## config.mk

```make
export PLATFORM = sky130hd
export DESIGN_NAME = line_cmd_dispatch_flat
export DESIGN_NICKNAME = d
export VERILOG_FILES = /design/src/rtl/line_cmd_dispatch_if.sv /design/src/rtl/line_cmd_dispatch.sv /design/src/flat_wrapper.sv
export SDC_FILE = /design/constraint.sdc
export NUM_CORES = 1
export LEC_CHECK = 0
export CORE_ASPECT_RATIO = 1.5
export CORE_UTILIZATION = 45
export CTS_CLUSTER_SIZE = 28
export DETAILED_ROUTE_END_ITERATION = 10
export DONT_BUFFER_PORTS = 1
export MAX_ROUTING_LAYER = met4
export PLACE_DENSITY = 0.66
export SLEW_MARGIN = 20
export SYNTH_ARGS = -nofsm -noshare
export SYNTH_HDL_FRONTEND = slang
export SYNTH_SLANG_ARGS = --single-unit
```

## constraint.sdc

```tcl
create_clock -name clock -period 1.7 [get_ports clock]
set_input_delay 0.34 -clock clock [delete_from_list [all_inputs] [get_ports clock]]
set_output_delay 0.34 -clock clock [all_outputs]
set_load 0.1 [all_outputs]
```

## src/rtl/line_cmd_dispatch_if.sv

```systemverilog
// Bus bundle between the coordinate FIFOs, the line drawer and the
// line-command dispatcher. The dispatcher uses the master view; the
// FIFO/drawer side (or a bench) uses the slave view.
interface line_cmd_dispatch_if #(
  parameter int N  = 11,
  parameter int CH = 2
);
  // FIFO side
  logic [CH-1:0]   empty;
  logic [CH*N-1:0] in_x0;
  logic [CH*N-1:0] in_y0;
  logic [CH*N-1:0] in_x1;
  logic [CH*N-1:0] in_y1;
  logic [CH-1:0]   in_color;
  logic [CH-1:0]   rd;
  // control
  logic            clear_req;
  // drawer side
  logic            done;
  logic [N-1:0]    x0;
  logic [N-1:0]    y0;
  logic [N-1:0]    x1;
  logic [N-1:0]    y1;
  logic            color;
  logic            start;
  // status
  logic            busy;
  logic            clearing;

  modport master (
    input  empty, in_x0, in_y0, in_x1, in_y1, in_color, clear_req, done,
    output rd, x0, y0, x1, y1, color, start, busy, clearing
  );

  modport slave (
    output empty, in_x0, in_y0, in_x1, in_y1, in_color, clear_req, done,
    input  rd, x0, y0, x1, y1, color, start, busy, clearing
  );
endinterface

```

## src/rtl/line_cmd_dispatch.sv

```systemverilog
// Line-command dispatcher: round-robin pops one endpoint set from CH
// coordinate FIFOs and hands it to the line drawer with a start/done
// handshake, one line in flight at a time. A frame clear (one colour-0
// horizontal line per screen row) takes priority over the FIFOs.
//
// state     | meaning
// ----------+---------------------------------------------------------
// IDLE      | waiting; picks clear or next non-empty FIFO
// FETCH     | rd strobe high for the granted FIFO (single cycle)
// LATCH     | FIFO data valid; capture it and raise start
// BUSY      | line in flight; wait for done (ignored while start=1)
// CLR_ISSUE | drive row line (0,row)->(SCREEN_W-1,row), raise start
// CLR_BUSY  | clear line in flight; on done advance row or finish
module line_cmd_dispatch #(
  parameter int N        = 11,
  parameter int CH       = 2,
  parameter int SCREEN_W = 640,
  parameter int SCREEN_H = 480
) (
  input logic              clock,
  input logic              reset,
  line_cmd_dispatch_if.master bus
);

  localparam int PW = (CH > 1) ? $clog2(CH) : 1;
  localparam logic [N-1:0] X_LAST = N'(SCREEN_W - 1);
  localparam logic [N-1:0] Y_LAST = N'(SCREEN_H - 1);

  typedef enum logic [2:0] {
    IDLE      = 3'd0,
    FETCH     = 3'd1,
    LATCH     = 3'd2,
    BUSY      = 3'd3,
    CLR_ISSUE = 3'd4,
    CLR_BUSY  = 3'd5
  } state_t;

  state_t        state;
  logic [PW-1:0] ptr;
  logic [PW-1:0] gsel;
  logic [N-1:0]  row;
  logic          pending;

  logic          grant_ok;
  logic [PW-1:0] grant_idx;
  logic          clear_go;

  // First non-empty channel at or after the round-robin pointer.
  always_comb begin
    int cand;
    cand      = 0;
    grant_ok  = 1'b0;
    grant_idx = '0;
    for (int k = 0; k < CH; k++) begin
      cand = int'(ptr) + k;
      if (cand >= CH) cand = cand - CH;
      if (!grant_ok && !bus.empty[cand[PW-1:0]]) begin
        grant_ok  = 1'b1;
        grant_idx = cand[PW-1:0];
      end
    end
  end

  // A request arriving in the IDLE cycle itself must still beat a
  // waiting FIFO entry, so the raw request is looked at alongside the flag.
  assign clear_go = pending | bus.clear_req;

  // Dispatcher FSM with all drawer/FIFO outputs registered.
  always_ff @(posedge clock) begin
    if (reset) begin
      state        <= IDLE;
      ptr          <= '0;
      gsel         <= '0;
      row          <= '0;
      pending      <= 1'b0;
      bus.rd       <= '0;
      bus.x0       <= '0;
      bus.y0       <= '0;
      bus.x1       <= '0;
      bus.y1       <= '0;
      bus.color    <= 1'b0;
      bus.start    <= 1'b0;
      bus.busy     <= 1'b0;
      bus.clearing <= 1'b0;
    end else begin
      if (bus.clear_req) pending <= 1'b1;

      case (state)
        IDLE: begin
          if (clear_go) begin
            pending      <= 1'b0;
            row          <= '0;
            bus.clearing <= 1'b1;
            bus.busy     <= 1'b1;
            state        <= CLR_ISSUE;
          end else if (grant_ok) begin
            bus.rd   <= CH'(1) << grant_idx;
            gsel     <= grant_idx;
            ptr      <= (grant_idx == PW'(CH - 1)) ? '0 : grant_idx + 1'b1;
            bus.busy <= 1'b1;
            state    <= FETCH;
          end
        end

        FETCH: begin
          bus.rd <= '0;
          state  <= LATCH;
        end

        LATCH: begin
          bus.x0    <= bus.in_x0[int'(gsel)*N +: N];
          bus.y0    <= bus.in_y0[int'(gsel)*N +: N];
          bus.x1    <= bus.in_x1[int'(gsel)*N +: N];
          bus.y1    <= bus.in_y1[int'(gsel)*N +: N];
          bus.color <= bus.in_color[gsel];
          bus.start <= 1'b1;
          state     <= BUSY;
        end

        BUSY: begin
          bus.start <= 1'b0;
          if (!bus.start && bus.done) begin
            bus.busy <= 1'b0;
            state    <= IDLE;
          end
        end

        CLR_ISSUE: begin
          bus.x0    <= '0;
          bus.y0    <= row;
          bus.x1    <= X_LAST;
          bus.y1    <= row;
          bus.color <= 1'b0;
          bus.start <= 1'b1;
          state     <= CLR_BUSY;
        end

        CLR_BUSY: begin
          bus.start <= 1'b0;
          if (!bus.start && bus.done) begin
            if (row == Y_LAST) begin
              bus.busy     <= 1'b0;
              bus.clearing <= 1'b0;
              state        <= IDLE;
            end else begin
              row   <= row + 1'b1;
              state <= CLR_ISSUE;
            end
          end
        end

        default: state <= IDLE;
      endcase
    end
  end

endmodule

```

## src/flat_wrapper.sv

```systemverilog
// flat-port wrapper written by rule: the top's interface ports become plain ports
module line_cmd_dispatch_flat 
#(
  parameter int N        = 11,
  parameter int CH       = 2,
  parameter int SCREEN_W = 640,
  parameter int SCREEN_H = 480
)
  (clock, reset, bus_empty, bus_in_x0, bus_in_y0, bus_in_x1, bus_in_y1, bus_in_color, bus_clear_req, bus_done, bus_rd, bus_x0, bus_y0, bus_x1, bus_y1, bus_color, bus_start, bus_busy, bus_clearing);
  line_cmd_dispatch_if #(.N(N), .CH(CH)) bus_i ();
  input logic clock;
  input logic reset;
  input wire logic [$bits(bus_i.empty)-1:0] bus_empty;
  input wire logic [$bits(bus_i.in_x0)-1:0] bus_in_x0;
  input wire logic [$bits(bus_i.in_y0)-1:0] bus_in_y0;
  input wire logic [$bits(bus_i.in_x1)-1:0] bus_in_x1;
  input wire logic [$bits(bus_i.in_y1)-1:0] bus_in_y1;
  input wire logic [$bits(bus_i.in_color)-1:0] bus_in_color;
  input wire logic [$bits(bus_i.clear_req)-1:0] bus_clear_req;
  input wire logic [$bits(bus_i.done)-1:0] bus_done;
  output wire logic [$bits(bus_i.rd)-1:0] bus_rd;
  output wire logic [$bits(bus_i.x0)-1:0] bus_x0;
  output wire logic [$bits(bus_i.y0)-1:0] bus_y0;
  output wire logic [$bits(bus_i.x1)-1:0] bus_x1;
  output wire logic [$bits(bus_i.y1)-1:0] bus_y1;
  output wire logic [$bits(bus_i.color)-1:0] bus_color;
  output wire logic [$bits(bus_i.start)-1:0] bus_start;
  output wire logic [$bits(bus_i.busy)-1:0] bus_busy;
  output wire logic [$bits(bus_i.clearing)-1:0] bus_clearing;
  assign bus_i.empty = bus_empty;
  assign bus_i.in_x0 = bus_in_x0;
  assign bus_i.in_y0 = bus_in_y0;
  assign bus_i.in_x1 = bus_in_x1;
  assign bus_i.in_y1 = bus_in_y1;
  assign bus_i.in_color = bus_in_color;
  assign bus_i.clear_req = bus_clear_req;
  assign bus_i.done = bus_done;
  assign bus_rd = bus_i.rd;
  assign bus_x0 = bus_i.x0;
  assign bus_y0 = bus_i.y0;
  assign bus_x1 = bus_i.x1;
  assign bus_y1 = bus_i.y1;
  assign bus_color = bus_i.color;
  assign bus_start = bus_i.start;
  assign bus_busy = bus_i.busy;
  assign bus_clearing = bus_i.clearing;
  line_cmd_dispatch #(.N(N), .CH(CH), .SCREEN_W(SCREEN_W), .SCREEN_H(SCREEN_H)) u_core (.clock(clock), .reset(reset), .bus(bus_i));
endmodule
```

==> impl.org <==
** Outcome
- Outcome :: finished with violations
- Failing checks :: setup timing

** Hold path
- Path type of the worst min-delay path :: primary input to register

** STA
- In the post-route analysis, the smallest setup slack over all paths is -49.4 ps.
- Timing would allow up to 572 MHz.
- Slew margin rel. :: roughly three quarters
- Period minus WS final :: ~1700 ps
- Setup violations remaining at the end of the flow were counted as 3.
- Max Slew Vio Count :: 0
- Worst-Margin Slew :: 364 ps
- After layout, the worst path uses 103% of the clock period.
- Setup repair after global routing could not meet its margin everywhere.
- The final-report hold violation count came to 0.
- For the final database, setup skew stands at 12.2 ps.

** Place
- Last weighted congestion value of the routability-driven placer :: 0.884
- The placed instances occupy a cell area of roughly 4000 um^2.
- Buffers placed on the I/O ports in this run total 0.
- The HPWL after detailed placement is between 6000 and 7000 um.

** Global routing
- The number of global-route vias before repair came to 3043.
- Global-route wire length before repair :: around 14000 um
- Across every metal layer, demand over resource in global routing totals approximately a quarter.
- Number of antenna violations at the first check in global routing :: 0
- Leftover overflow at the end of global routing :: 0
- Largest net degree at the start of global routing :: a little under 70

** Pwr
- Worst-case vdd ir drop :: approximately 0.0011 V
- For this design the static power due to leakage is about 0.0016 uW.
- Of the total power, the share spent switching nets is between 50% and 60%.
- In this run the power density over the cells is about 1800 nW/um^2.
- Int Pwr :: 3670 uW
- Sequential cells burn about 27% of the power.
- Switching pwr :: 3970 uW
- Of the total power, the clock network draws 15.7%.
- Combinational cells account for between 50% and 60% of the total power.

** Worst setup path
- STA classifies the critical path endpoint as a register.
- Measured in cells, the most critical reg-to-reg path has a length of 4.
- Cells traversed along the worst timing path :: or4b_4, or4_4, nand3_1, a32o_1
- Critical Path Stages :: 4
- Worst r2r src :: u_core.row[10]$_SDFFE_PP0P_
- In this run the critical register-to-register path is captured at u_core.row[5]$_SDFFE_PP0P_.
- The critical path starts at u_core.row[10]$_SDFFE_PP0P_.
- The largest single stage delay on the critical path is between 500 and 600 ps.
- Following the worst setup path forward leads to its endpoint at u_core.row[5]$_SDFFE_PP0P_.
- Data required time at the worst endpoint :: between 1500 and 2000 ps
- The setup check on the worst reg-to-reg path leaves a slack of -50 ps.
- The worst setup path is of the register to register kind.
- For this design, the slowest cell found on the critical path is sky130_fd_sc_hd__or4b_4.
- Startpoint types :: register
- The number of buffers and inverters on the critical path is 0.
- Cell type group with the largest total delay on the critical path :: simple AND/OR/NAND/NOR gates
- Critical path data arrival time :: approximately 2000 ps
- Maximum fanout along the worst path :: 3

** Floorplanning
- Top-level port count :: approximately 150
- The die covers between 7000 and 8000 um^2.
- Measured along the x axis, the die boundary spans about 72 um.
- Std-Cell Core Area :: between 7000 and 8000 um^2
- Chip Height :: about 110 um
- For this configuration, the core starts out at a cell density of between 40% and 50%.
- Cell Rows :: 38

** Route
- 1st-pass router iterations :: 5
- Routed vias :: ~3200
- After detailed routing, the average wire length per cell comes to roughly 17 um.
- After detailed routing, the total wire length is between 9000 and 10000 um.
- Ratio of routed vias to standard cells :: ~5.7
- Iter 0 DRT Violations :: ~230
- ANT nets after route :: 0
- Number of DRC violations after detailed routing :: 0

** Clock tree
- CTS H-tree depth :: 3
- The longest clock path from root to sink contains 2 buffers.
- Worst-path clk slew :: 70 ps
- After clock tree synthesis, the flow added hold-fix buffers numbering 0.
- The cell sitting at the root of the clock tree is a sky130_fd_sc_hd__clkbuf_8.
- The later pin in the worst-skew pair is clocked with a latency of between 300 and 400 ps.
- Clock tree from TritonCTS :: built
- Total clock buffers created by CTS :: 9
- Clock tree synthesis found a total of 67 sinks.

** Yosys
- The share of the Yosys chip area taken by registers is between 40% and 50%.
- Synthesis inferred between 60 and 70 register bits.
- The cell count after synthesis came out at 374.
- Counting flops with an async set or reset pin after synthesis yields a share of 0%.
- Count of different cell masters after synthesis :: 50
- Leading register cell type out of synthesis :: sky130_fd_sc_hd__dfxtp_1
- Number of synthesized flops with an enable pin :: 0
- Average cell area after synthesis :: just under 9 um^2
- Netlist area before placement :: about 3300 um^2
- Net count after synthesis :: 471
- During synthesis, Yosys emitted a total of 0 warnings.

** Layout
- Most used cells in the layout excluding fill and tap cells :: sky130_fd_sc_hd__buf_4 (89), sky130_fd_sc_hd__nand2_1 (62), sky130_fd_sc_hd__dfxtp_1 (61), sky130_fd_sc_hd__mux2_2 (37), sky130_fd_sc_hd__nor2_1 (32)
- Commonest non-fill, non-tap cell in the layout :: sky130_fd_sc_hd__buf_4
- At the end of the flow the core is filled with cells to 59.6%.
- Area grow syn2layout :: 29.1%
- FILL cells :: about 650
- The net count of the finished layout is roughly 540.
- In the final layout, the share of cells above drive strength 1 is a little under two fifths.
- Number of diodes added for antenna fixing :: 0
- Post-route design area :: 4280 um^2

** Run
- The tool flagged a number of max-cap violations equal to 0.
-- synth_stat cells (7+ instances only) --
cell / n / area share [%]
sky130_fd_sc_hd__mux2_2: 37 / 13
sky130_fd_sc_hd__nor2_1: 34 / 3.8
sky130_fd_sc_hd__dfxtp_1: 67 / 40
sky130_fd_sc_hd__a31oi_1: 27 / 5.1
sky130_fd_sc_hd__a211oi_1: 12 / 2.7
sky130_fd_sc_hd__nor3_1: 7 / 1.1
sky130_fd_sc_hd__a22oi_1: 15 / 3.4
sky130_fd_sc_hd__clkbuf_1: 14 / 1.6
sky130_fd_sc_hd__mux2i_1: 9 / 2.7
sky130_fd_sc_hd__nand2_1: 62 / 7.0
-- how the worst min path moves through the flow --
stage | startpoint | to | slack [ps] | cells past startpoint
after floorplan | u_core.row[8]$_SDFFE_PP0P_ | u_core.row[8]$_SDFFE_PP0P_ | 480 | 1
after global placement | reset | u_core.bus.y0[10]$_SDFFE_PP0P_ | 420 | 1
after detailed placement | reset | u_core.bus.y1[6]$_SDFFE_PP0P_ | 420 | 1
after CTS | reset | u_core.gsel$_SDFFE_PP0P_ | 40 | 1
after global routing | reset | u_core.bus.y0[2]$_SDFFE_PP0P_ | 30 | 1
final | reset | u_core.bus.y1[10]$_SDFFE_PP0P_ | 60 | 1
-- per-layer routing --
| layer | vias up | wire length (um) | track usage, % |
|---|---|---|---|
| met5 | - | 0 | - |
| met4 | 0 | 211 | 11.9 |
| met3 | 20 | 473 | 5.55 |
| met2 | 122 | 5020 | 43.9 |
| met1 | 1496 | 3490 | 24.9 |
| li1 | 1521 | - | - |
-- power groups by stage --
stage,registers [uW],logic (uW),clock network (uW)
5_1_grt,2100,4600,1300
2_1_floorplan,3970,1450,0
3_3_place_gp,2070,4270,0
3_5_place_dp,2080,4300,0
6_report,2060,4380,1200
4_1_cts,2050,4330,1230
-- state kept, by name, indices dropped and copies added (netlist names) --
register / flops
u_core.bus.start: 1
u_core.bus.color: 1
u_core.gsel: 1
u_core.bus.x1: 11
u_core.ptr: 1
u_core.row: 11
u_core.bus.rd: 2
u_core.pending: 1
u_core.bus.y1: 11
u_core.bus.busy: 1
u_core.bus.clearing: 1
u_core.state: 3
u_core.bus.y0: 11
u_core.bus.x0: 11
-- timing repair --
action,in CTS,in global routing
setup buffers,0,4
gates resized for setup,5,16
endpoints found under the setup margin,11,15
pin swaps,2,5
-- stage by stage --
| stage | total power, uW | TNS (ps) | setup slack, ps | std cells | hold slack, ps |
|---|---|---|---|---|---|
| 6_report | 7640 | -125 | -49.4 | 552 | 56.1 |
| 3_3_place_gp | 6340 | -101 | -47.7 | 532 | 416 |
| 3_5_place_dp | 6380 | -316 | -59.1 | 532 | 418 |
| 2_1_floorplan | 5420 | -158 | -28.1 | 374 | 481 |
| 4_1_cts | 7610 | -143 | -46.1 | 548 | 37.4 |
| 5_1_grt | 7990 | -480 | -74.9 | 552 | 30.2 |
-- cell families (layout without fill, tap and decap cells) --
| group | count (synthesis) | in the layout | share of synthesized area [%] |
|---|---|---|---|
| AO/OA/AOI/OAI | 89 | 89 | 19.5 |
| adder cells (fa/ha/maj) | 1 | 1 | 0.377 |
| XOR/XNOR | 1 | 1 | 0.264 |
| buffers and inverters | 30 | 108 | 3.96 |
| flip-flops | 67 | 67 | 40.4 |
| AND/OR/NAND/NOR | 140 | 140 | 20.2 |
| multiplexers | 46 | 46 | 15.3 |
-- worst register-to-register path, stage by stage (launching register included) --
cell and delay, ps:
sky130_fd_sc_hd__dfxtp_2 320, sky130_fd_sc_hd__or4b_4 570, sky130_fd_sc_hd__or4_4 520, sky130_fd_sc_hd__nand3_1 110
sky130_fd_sc_hd__a32o_1 170
-- cell type report --
type / instances / area [um^2] / share of cell area [%]
clock inverters: 6 / 40.0 / 0.935
repair buffers: 90 / 688 / 16.1
well taps: 100 / 125 / 2.92
clock buffers: 10 / 138 / 3.21
flip-flops and latches: 67 / 1350 / 31.6
multi-input cells: 277 / 1930 / 45.1
inverters: 2 / 7.51 / 0.175
No activity file was read; power rests on OpenSTA's default activity.
